## config.mk

```make
export PLATFORM = sky130hd
export DESIGN_NAME = vote_tally_engine
export DESIGN_NICKNAME = d
export VERILOG_FILES = /design/src/rtl/vote_pkg.sv /design/src/rtl/vote_button_qualifier.sv /design/src/rtl/vote_tally_engine.sv
export SDC_FILE = /design/constraint.sdc
export NUM_CORES = 1
export LEC_CHECK = 0
export CELL_PAD_IN_SITES_DETAIL_PLACEMENT = 0
export CELL_PAD_IN_SITES_GLOBAL_PLACEMENT = 1
export CORE_UTILIZATION = 45
export CTS_BUF_LIST = sky130_fd_sc_hd__clkbuf_4
export CTS_CLUSTER_SIZE = 25
export DETAILED_ROUTE_END_ITERATION = 7
export HOLD_SLACK_MARGIN = 0.06
export PLACE_DENSITY_LB_ADDON = 0.15
export SYNTH_ARGS = -nofsm -noshare
export SYNTH_HDL_FRONTEND = slang
export SYNTH_SLANG_ARGS = --single-unit
```

## constraint.sdc

```tcl
create_clock -name clk -period 9 [get_ports clk]
set_clock_uncertainty 0.2 [all_clocks]
set_input_delay 2.7 -clock clk [delete_from_list [all_inputs] [get_ports clk]]
set_output_delay 2.7 -clock clk [all_outputs]
set_load 0.01 [all_outputs]
```

## src/rtl/vote_pkg.sv

```systemverilog
`default_nettype none
// ============================================================================
//  Module      : vote_pkg
//  Description : Shared types and constants for the vote tally engine:
//                FSM state encoding, mode encodings and the legal ranges
//                of the engine parameters.
//  Revision    : 1.0 - initial release
// ============================================================================
package vote_pkg;

    // Engine control states
    typedef enum logic [1:0] {
        ST_LOCKED = 2'd0,
        ST_ARMED  = 2'd1,
        ST_SCAN   = 2'd2,
        ST_RESULT = 2'd3
    } vote_state_e;

    // Encodings of the mode input
    localparam logic MODE_VOTE   = 1'b0;
    localparam logic MODE_RESULT = 1'b1;

    // Legal parameter ranges
    localparam int NUM_CAND_MIN    = 2;
    localparam int NUM_CAND_MAX    = 16;
    localparam int CNT_W_MIN       = 4;
    localparam int CNT_W_MAX       = 16;
    localparam int HOLD_CYCLES_MIN = 1;

endpackage : vote_pkg
`default_nettype wire

```

## src/rtl/vote_button_qualifier.sv

```systemverilog
`default_nettype none
// ============================================================================
//  Module      : vote_button_qualifier
//  Description : Two-flop synchroniser followed by a hold qualifier for one
//                raw button. Emits a single one-cycle pulse once the
//                synchronised level has been high for HOLD_CYCLES
//                consecutive cycles; re-arms only after the level drops.
//  Ports       : clk       - clock
//                rst_n     - asynchronous active-low reset
//                button_in - raw asynchronous button level
//                pulse     - one-cycle qualified press pulse
//  Revision    : 1.0 - initial release
// ============================================================================
module vote_button_qualifier
    import vote_pkg::*;
#(
    parameter int HOLD_CYCLES = 4
) (
    input  logic clk,
    input  logic rst_n,
    input  logic button_in,
    output logic pulse
);

    localparam int HC_W = $clog2(HOLD_CYCLES + 1);

    generate
        if (HOLD_CYCLES < HOLD_CYCLES_MIN) begin : g_hold_check
            $error("vote_button_qualifier: HOLD_CYCLES below minimum");
        end
    endgenerate

    logic            sync1_q, sync1_d;
    logic            sync2_q, sync2_d;
    logic [HC_W-1:0] hold_cnt_q, hold_cnt_d;
    logic            fired_q, fired_d;

    // hold_cnt_q counts the high cycles already seen before the current one,
    // so the pulse fires on the HOLD_CYCLES-th consecutive high cycle.
    always_comb begin
        sync1_d    = button_in;
        sync2_d    = sync1_q;
        hold_cnt_d = hold_cnt_q;
        fired_d    = fired_q;
        pulse      = 1'b0;
        if (!sync2_q) begin
            hold_cnt_d = '0;
            fired_d    = 1'b0;
        end else if (!fired_q) begin
            if (hold_cnt_q == HC_W'(HOLD_CYCLES - 1)) begin
                pulse   = 1'b1;
                fired_d = 1'b1;
            end else begin
                hold_cnt_d = hold_cnt_q + HC_W'(1);
            end
        end
    end

    always_ff @(posedge clk or negedge rst_n) begin
        if (!rst_n) begin
            sync1_q    <= 1'b0;
            sync2_q    <= 1'b0;
            hold_cnt_q <= '0;
            fired_q    <= 1'b0;
        end else begin
            sync1_q    <= sync1_d;
            sync2_q    <= sync2_d;
            hold_cnt_q <= hold_cnt_d;
            fired_q    <= fired_d;
        end
    end

endmodule : vote_button_qualifier
`default_nettype wire

```

## src/rtl/vote_tally_engine.sv

```systemverilog
`default_nettype none
// ============================================================================
//  Module      : vote_tally_engine
//  Description : Ballot-controlled vote counter. An officer arms one ballot,
//                a single qualified button press records one vote, and a
//                result mode scans all counters to find the winner and ties.
//  Ports       : clk          - clock
//                rst_n        - asynchronous active-low reset
//                mode         - 0 voting, 1 result
//                ballot_arm   - enable exactly one ballot
//                button       - raw candidate buttons
//                disp_sel     - candidate shown on sel_count
//                armed        - ballot pending
//                vote_ack     - vote recorded (1-cycle pulse)
//                vote_reject  - multi-button press (1-cycle pulse)
//                sel_count    - count of candidate disp_sel
//                total_votes  - sum of recorded increments
//                winner       - lowest index holding the maximum
//                tie          - maximum shared by two or more candidates
//                result_valid - winner/tie valid
//                sat_flag     - sticky counter saturation flag
//  Revision    : 1.0 - initial release
// ============================================================================
module vote_tally_engine
    import vote_pkg::*;
#(
    parameter int NUM_CAND    = 4,
    parameter int CNT_W       = 8,
    parameter int HOLD_CYCLES = 4
) (
    input  logic                                  clk,
    input  logic                                  rst_n,
    input  logic                                  mode,
    input  logic                                  ballot_arm,
    input  logic [NUM_CAND-1:0]                   button,
    input  logic [$clog2(NUM_CAND)-1:0]           disp_sel,
    output logic                                  armed,
    output logic                                  vote_ack,
    output logic                                  vote_reject,
    output logic [CNT_W-1:0]                      sel_count,
    output logic [CNT_W+$clog2(NUM_CAND)-1:0]     total_votes,
    output logic [$clog2(NUM_CAND)-1:0]           winner,
    output logic                                  tie,
    output logic                                  result_valid,
    output logic                                  sat_flag
);

    localparam int IDX_W = $clog2(NUM_CAND);
    localparam int TOT_W = CNT_W + IDX_W;

    generate
        if (NUM_CAND < NUM_CAND_MIN || NUM_CAND > NUM_CAND_MAX ||
            CNT_W < CNT_W_MIN || CNT_W > CNT_W_MAX) begin : g_param_check
            $error("vote_tally_engine: NUM_CAND or CNT_W out of range");
        end
    endgenerate

    // ------------------------------------------------------------------
    // Button qualification
    // ------------------------------------------------------------------
    logic [NUM_CAND-1:0] pulses;

    generate
        for (genvar g = 0; g < NUM_CAND; g++) begin : g_qual
            vote_button_qualifier #(
                .HOLD_CYCLES (HOLD_CYCLES)
            ) u_qual (
                .clk       (clk),
                .rst_n     (rst_n),
                .button_in (button[g]),
                .pulse     (pulses[g])
            );
        end
    endgenerate

    // More than one bit set <=> clearing the lowest set bit leaves something.
    logic             multi_press;
    logic             any_press;
    logic [IDX_W-1:0] vote_idx;

    always_comb begin
        any_press   = |pulses;
        multi_press = |(pulses & (pulses - NUM_CAND'(1)));
        vote_idx    = '0;
        for (int i = 0; i < NUM_CAND; i++) begin
            if (pulses[i]) vote_idx = IDX_W'(i);
        end
    end

    // ------------------------------------------------------------------
    // State
    // ------------------------------------------------------------------
    vote_state_e      state_q, state_d;
    logic [CNT_W-1:0] cnt_q [NUM_CAND];
    logic [CNT_W-1:0] cnt_d [NUM_CAND];
    logic [TOT_W-1:0] total_q, total_d;
    logic             sat_q, sat_d;
    logic             ack_q, ack_d;
    logic             rej_q, rej_d;
    logic             rv_q, rv_d;
    logic [IDX_W-1:0] winner_q, winner_d;
    logic             tie_q, tie_d;
    logic [IDX_W-1:0] scan_idx_q, scan_idx_d;
    logic [CNT_W-1:0] max_q, max_d;
    logic [IDX_W-1:0] best_q, best_d;
    logic             tie_run_q, tie_run_d;

    always_comb begin
        state_d    = state_q;
        cnt_d      = cnt_q;
        total_d    = total_q;
        sat_d      = sat_q;
        ack_d      = 1'b0;
        rej_d      = 1'b0;
        rv_d       = rv_q;
        winner_d   = winner_q;
        tie_d      = tie_q;
        scan_idx_d = scan_idx_q;
        max_d      = max_q;
        best_d     = best_q;
        tie_run_d  = tie_run_q;

        case (state_q)
            ST_LOCKED: begin
                if (mode == MODE_RESULT) begin
                    state_d    = ST_SCAN;
                    scan_idx_d = '0;
                end else if (ballot_arm) begin
                    state_d = ST_ARMED;
                end
            end

            ST_ARMED: begin
                // Entering result mode silently cancels the pending ballot.
                if (mode == MODE_RESULT) begin
                    state_d    = ST_SCAN;
                    scan_idx_d = '0;
                end else if (multi_press) begin
                    rej_d = 1'b1;
                end else if (any_press) begin
                    ack_d   = 1'b1;
                    state_d = ST_LOCKED;
                    if (cnt_q[vote_idx] == {CNT_W{1'b1}}) begin
                        sat_d = 1'b1;
                    end else begin
                        cnt_d[vote_idx] = cnt_q[vote_idx] + CNT_W'(1);
                        total_d         = total_q + TOT_W'(1);
                    end
                end
            end

            ST_SCAN: begin
                if (mode == MODE_VOTE) begin
                    state_d = ST_LOCKED;
                    rv_d    = 1'b0;
                end else begin
                    // Strict '>' keeps the lowest index on equal counts.
                    if (scan_idx_q == '0) begin
                        max_d     = cnt_q[scan_idx_q];
                        best_d    = '0;
                        tie_run_d = 1'b0;
                    end else if (cnt_q[scan_idx_q] > max_q) begin
                        max_d     = cnt_q[scan_idx_q];
                        best_d    = scan_idx_q;
                        tie_run_d = 1'b0;
                    end else if (cnt_q[scan_idx_q] == max_q) begin
                        tie_run_d = 1'b1;
                    end

                    if (scan_idx_q == IDX_W'(NUM_CAND - 1)) begin
                        winner_d = best_d;
                        tie_d    = tie_run_d;
                        rv_d     = 1'b1;
                        state_d  = ST_RESULT;
                    end else begin
                        scan_idx_d = scan_idx_q + IDX_W'(1);
                    end
                end
            end

            ST_RESULT: begin
                if (mode == MODE_VOTE) begin
                    state_d = ST_LOCKED;
                    rv_d    = 1'b0;
                end
            end

            default: begin
                state_d = ST_LOCKED;
                rv_d    = 1'b0;
            end
        endcase
    end

    always_ff @(posedge clk or negedge rst_n) begin
        if (!rst_n) begin
            state_q    <= ST_LOCKED;
            for (int i = 0; i < NUM_CAND; i++) cnt_q[i] <= '0;
            total_q    <= '0;
            sat_q      <= 1'b0;
            ack_q      <= 1'b0;
            rej_q      <= 1'b0;
            rv_q       <= 1'b0;
            winner_q   <= '0;
            tie_q      <= 1'b0;
            scan_idx_q <= '0;
            max_q      <= '0;
            best_q     <= '0;
            tie_run_q  <= 1'b0;
        end else begin
            state_q    <= state_d;
            cnt_q      <= cnt_d;
            total_q    <= total_d;
            sat_q      <= sat_d;
            ack_q      <= ack_d;
            rej_q      <= rej_d;
            rv_q       <= rv_d;
            winner_q   <= winner_d;
            tie_q      <= tie_d;
            scan_idx_q <= scan_idx_d;
            max_q      <= max_d;
            best_q     <= best_d;
            tie_run_q  <= tie_run_d;
        end
    end

    // ------------------------------------------------------------------
    // Outputs
    // ------------------------------------------------------------------
    always_comb begin
        sel_count = '0;
        for (int i = 0; i < NUM_CAND; i++) begin
            if (disp_sel == IDX_W'(i)) sel_count = cnt_q[i];
        end
    end

    assign armed        = (state_q == ST_ARMED);
    assign vote_ack     = ack_q;
    assign vote_reject  = rej_q;
    assign total_votes  = total_q;
    assign winner       = winner_q;
    assign tie          = tie_q;
    assign result_valid = rv_q;
    assign sat_flag     = sat_q;

endmodule : vote_tally_engine
`default_nettype wire

```

==> qor.csv <==
stage,metric,value,unit
finish,layout cell share with drive strength beyond 1,0.1956,
drt,first-iteration detailed-routing DRC count,104,
clocking,"Clk pin slew, worst setup/hold paths",140,ps
logic_synthesis,Synth Area in Compound Gates,0.1001,
critical_path,cell family with the largest share of critical-path delay,buffers and inverters,
logic_synthesis,Synth Warn #,0,
critical_path,Worst Path Max Fanout,8,
drt,Final ANT Viol Nets,0,
drt,via count,2992,
place,hpwl dp,6331,um
sta,Slew Limit Fails,0,
sta,final hold vios,0,
finish,Antenna diodes,0,
clocking,Root Driver,clkbuf_4,
logic_synthesis,Synth Instances,371,
run_status,status,completed,
logic_synthesis,"Top FF cell, synth",dfrtp_1,
logic_synthesis,sequential share of the synthesized area,0.4725,
global_routing,GRT Total Usage,0.1877,
run,max cap viols,0,
die,Die W,103.8,um
critical_path,Worst setup EP type,primary output,
logic_synthesis,post-synthesis async set-or-reset flop share,1.000,
logic_synthesis,largest family of logic cells by synthesized area,multiplexers,
critical_path,CP dominant cell by count,clkdlybuf4s50_1,
power,total power,982.1,uW
logic_synthesis,multiplexer share of the synthesized area,0.1885,
critical_path,Worst Setup SP,disp_sel[0],
die,core area,0.009910,mm^2
critical_path,crit path DAT,4660,ps
logic_synthesis,syn avg cell area,12.56,um^2
critical_path,Reg-to-Reg Start,g_qual[1].u_qual.hold_cnt_q[0],
sta,unrepaired setup endpoints after global routing,false,
clocking,Worst-Skew Late Latency,450,ps
clocking,H-tree levels,3,
logic_synthesis,synthesized cell area,0.004661,mm^2
die,Die Y,103.8,um
critical_path,Critical Path Start Type,primary input,
logic_synthesis,XOR/XNOR Fraction of Synth Area,0.03946,
finish,area taken by multi-input logic gates,0.002305,mm^2
sta,Max-slew headroom,0.4926,
sta,Peak Freq,132.2,MHz
finish,Syn-to-layout area delta,12.13,%
drt,vias per cell,5.520,
drt,DRC Markers,0,
drt,drt wl/cell,17.27,um
place,RD Place Congestion,0.7361,
critical_path,critical path cell sequence,clkdlybuf4s50_1 > mux4_2 > clkdlybuf4s50_1,
drt,first-pass detailed-route iteration total,4,
clocking,Post-CTS Setup Inserts,0,
logic_synthesis,Cell variety after synth,51,
logic_synthesis,Synth Net Count,401,
critical_path,Worst Setup EP,sel_count[6],
finish,Total Nets Final,434,
die,DIE AREA,0.01077,mm^2
critical_path,CP required,6100,ps
logic_synthesis,adder-cell share of the synthesized area,0.05584,
die,initial core utilization,0.4703,
min_path,hold crit path type,flip-flop to flip-flop,
die,IO Pins,36,
critical_path,CP max stage cell,clkdlybuf4s50_1,
clocking,TritonCTS clock tree,yes,
clocking,Num CTS Buffers,9,
sta,fin crit share,0.8405,
clocking,clk sinks,88,
sta,hold_ws,164.3,ps
global_routing,gr ovfl total,0,
critical_path,Setup CP Type,primary input to primary output,
sta,worst-margin pin slew,756.0,ps
sta,minimum clock period,7564,ps
power,PwrDens,187.9,mW/mm^2
global_routing,initial antenna violation count,0,
sta,"Setup violations, final",0,
sta,Setup TNS,0,ps
drt,Total Routed Length,9360,um
finish,Layout Cells excl Fill,542,
clocking,Max Buffers Root-to-Sink,2,
logic_synthesis,Synth Area in Simple Gates,0.1106,
critical_path,WP buf/inv,2,
critical_path,R2R depth,12,
critical_path,RR Endpoint,cnt_q[29],
place,PortBufs,35,
critical_path,R2R Setup Slk,4810,ps
global_routing,vias in the first global route,2991,
critical_path,Crit path depth,3,
clocking,number of buffers inserted by hold repair at cts,0,
critical_path,CP max stage delay,860,ps
place,Placed Cells,526,
logic_synthesis,Synth Register Bits,88,
finish,Filler cells,889,
power,worst IR drop on VDD,135.8,uV
power,Leak,2.421,nW
global_routing,largest net degree at the start of global routing,46,
finish,Register Area,0.002202,mm^2
global_routing,first-pass GRT wire length,15670,um
die,row cnt,36,
logic_synthesis,Post-synth EDFFs,0,
clocking,cts repair resizes,0,
==> worst min-delay path by stage <==
stage / start / to / slack [ps] / cells after the start
3_3_place_gp: g_qual[1].u_qual.sync1_q / g_qual[1].u_qual.sync2_q / 130 / 0
2_1_floorplan: g_qual[0].u_qual.sync1_q / g_qual[0].u_qual.sync2_q / 130 / 0
6_report: g_qual[2].u_qual.sync1_q / g_qual[2].u_qual.sync2_q / 160 / 0
4_1_cts: g_qual[2].u_qual.sync1_q / g_qual[2].u_qual.sync2_q / 170 / 0
5_1_grt: g_qual[1].u_qual.sync1_q / g_qual[1].u_qual.sync2_q / 180 / 0
3_5_place_dp: g_qual[2].u_qual.sync1_q / g_qual[2].u_qual.sync2_q / 130 / 0
==> routing by layer <==
| layer | wire, um | track usage |
|---|---|---|
| met5 | 0 | 0 |
| met4 | 136 | 0.05204 |
| met3 | 379 | 0.06293 |
| met2 | 4255 | 0.2881 |
| met1 | 4588 | 0.2543 |
==> where the power goes <==
part / leakage [nW] / internal, mW / switching (mW)
clock network: 0.0629 / 0.0590 / 0.143
logic: 1.17 / 0.135 / 0.150
registers: 1.19 / 0.446 / 0.0486
total: 2.42 / 0.641 / 0.341
==> sequential cells by signal, indices dropped and copies added (netlist names) <==
register and cells:
best_q 2, cnt_q 32, g_qual.u_qual.fired_q 4, g_qual.u_qual.hold_cnt_q 12
g_qual.u_qual.sync1_q 4, g_qual.u_qual.sync2_q 4, max_q 8, result_valid 1
sat_flag 1, scan_idx_q 2, state_q 2, tie 1
tie_run_q 1, total_votes 10, vote_ack 1, vote_reject 1
winner 2
==> metrics by stage <==
| step | util | instance area (um^2) | setup WS [ps] |
|---|---|---|---|
| 6_report | 0.5274 | 5226 | 1436 |
| 5_1_grt | 0.5274 | 5226 | 1316 |
| 4_1_cts | 0.5274 | 5226 | 1395 |
| 3_5_place_dp | 0.5150 | 5104 | 1418 |
| 3_3_place_gp | 0.5150 | 5104 | 1400 |
| 2_1_floorplan | - | 4661 | 2408 |
==> cells in the final DEF (no fill, tap or decap), drive strengths merged, types with 3 or more instances in the layout <==
cell	n
nand4	3
mux4	16
a21oi	5
o211a	4
nor3	3
o2bb2ai	7
nand3	6
a211oi	10
clkbuf	9
nor4	4
xor2	15
dfrtp	88
xnor2	6
nor2	15
nand2	22
buf	3
inv	20
a21boi	4
o21ai	18
ha	20
and2	5
clkdlybuf4s50	34
mux2	41
clkinv	3
nand3b	4
mux2i	3
o31ai	4
and4b	8
nor2b	7
a21o	5
==> cell type report <==
type	count	area share
Multi-Input combinational cell	250	0.4410
Sequential cell	88	0.4214
Timing Repair Buffer	37	0.06943
Tap cell	133	0.03184
Clock buffer	9	0.01293
Inverter	18	0.01293
Clock inverter	7	0.01053
==> cell families after synthesis <==
group | count (synthesis)
AO/OA/AOI/OAI | 63
XOR/XNOR | 21
adder cells (fa/ha/maj) | 21
buffers and inverters | 33
flip-flops | 88
multiplexers | 60
AND/OR/NAND/NOR | 85
==> cell usage after synthesis (7+ instances only) <==
cell type,n,area share
dfrtp_1,88,0.47
inv_1,18,0.014
mux4_2,16,0.077
o21ai_0,15,0.016
o2bb2ai_1,7,0.013
mux2_4,7,0.023
and4b_1,8,0.017
ha_1,20,0.054
mux2_2,31,0.075
xor2_1,15,0.028
nor2b_1,7,0.0094
nor2_1,15,0.012
a211oi_1,9,0.014
nand2_1,22,0.018
Power figures use the tool's default switching activity.
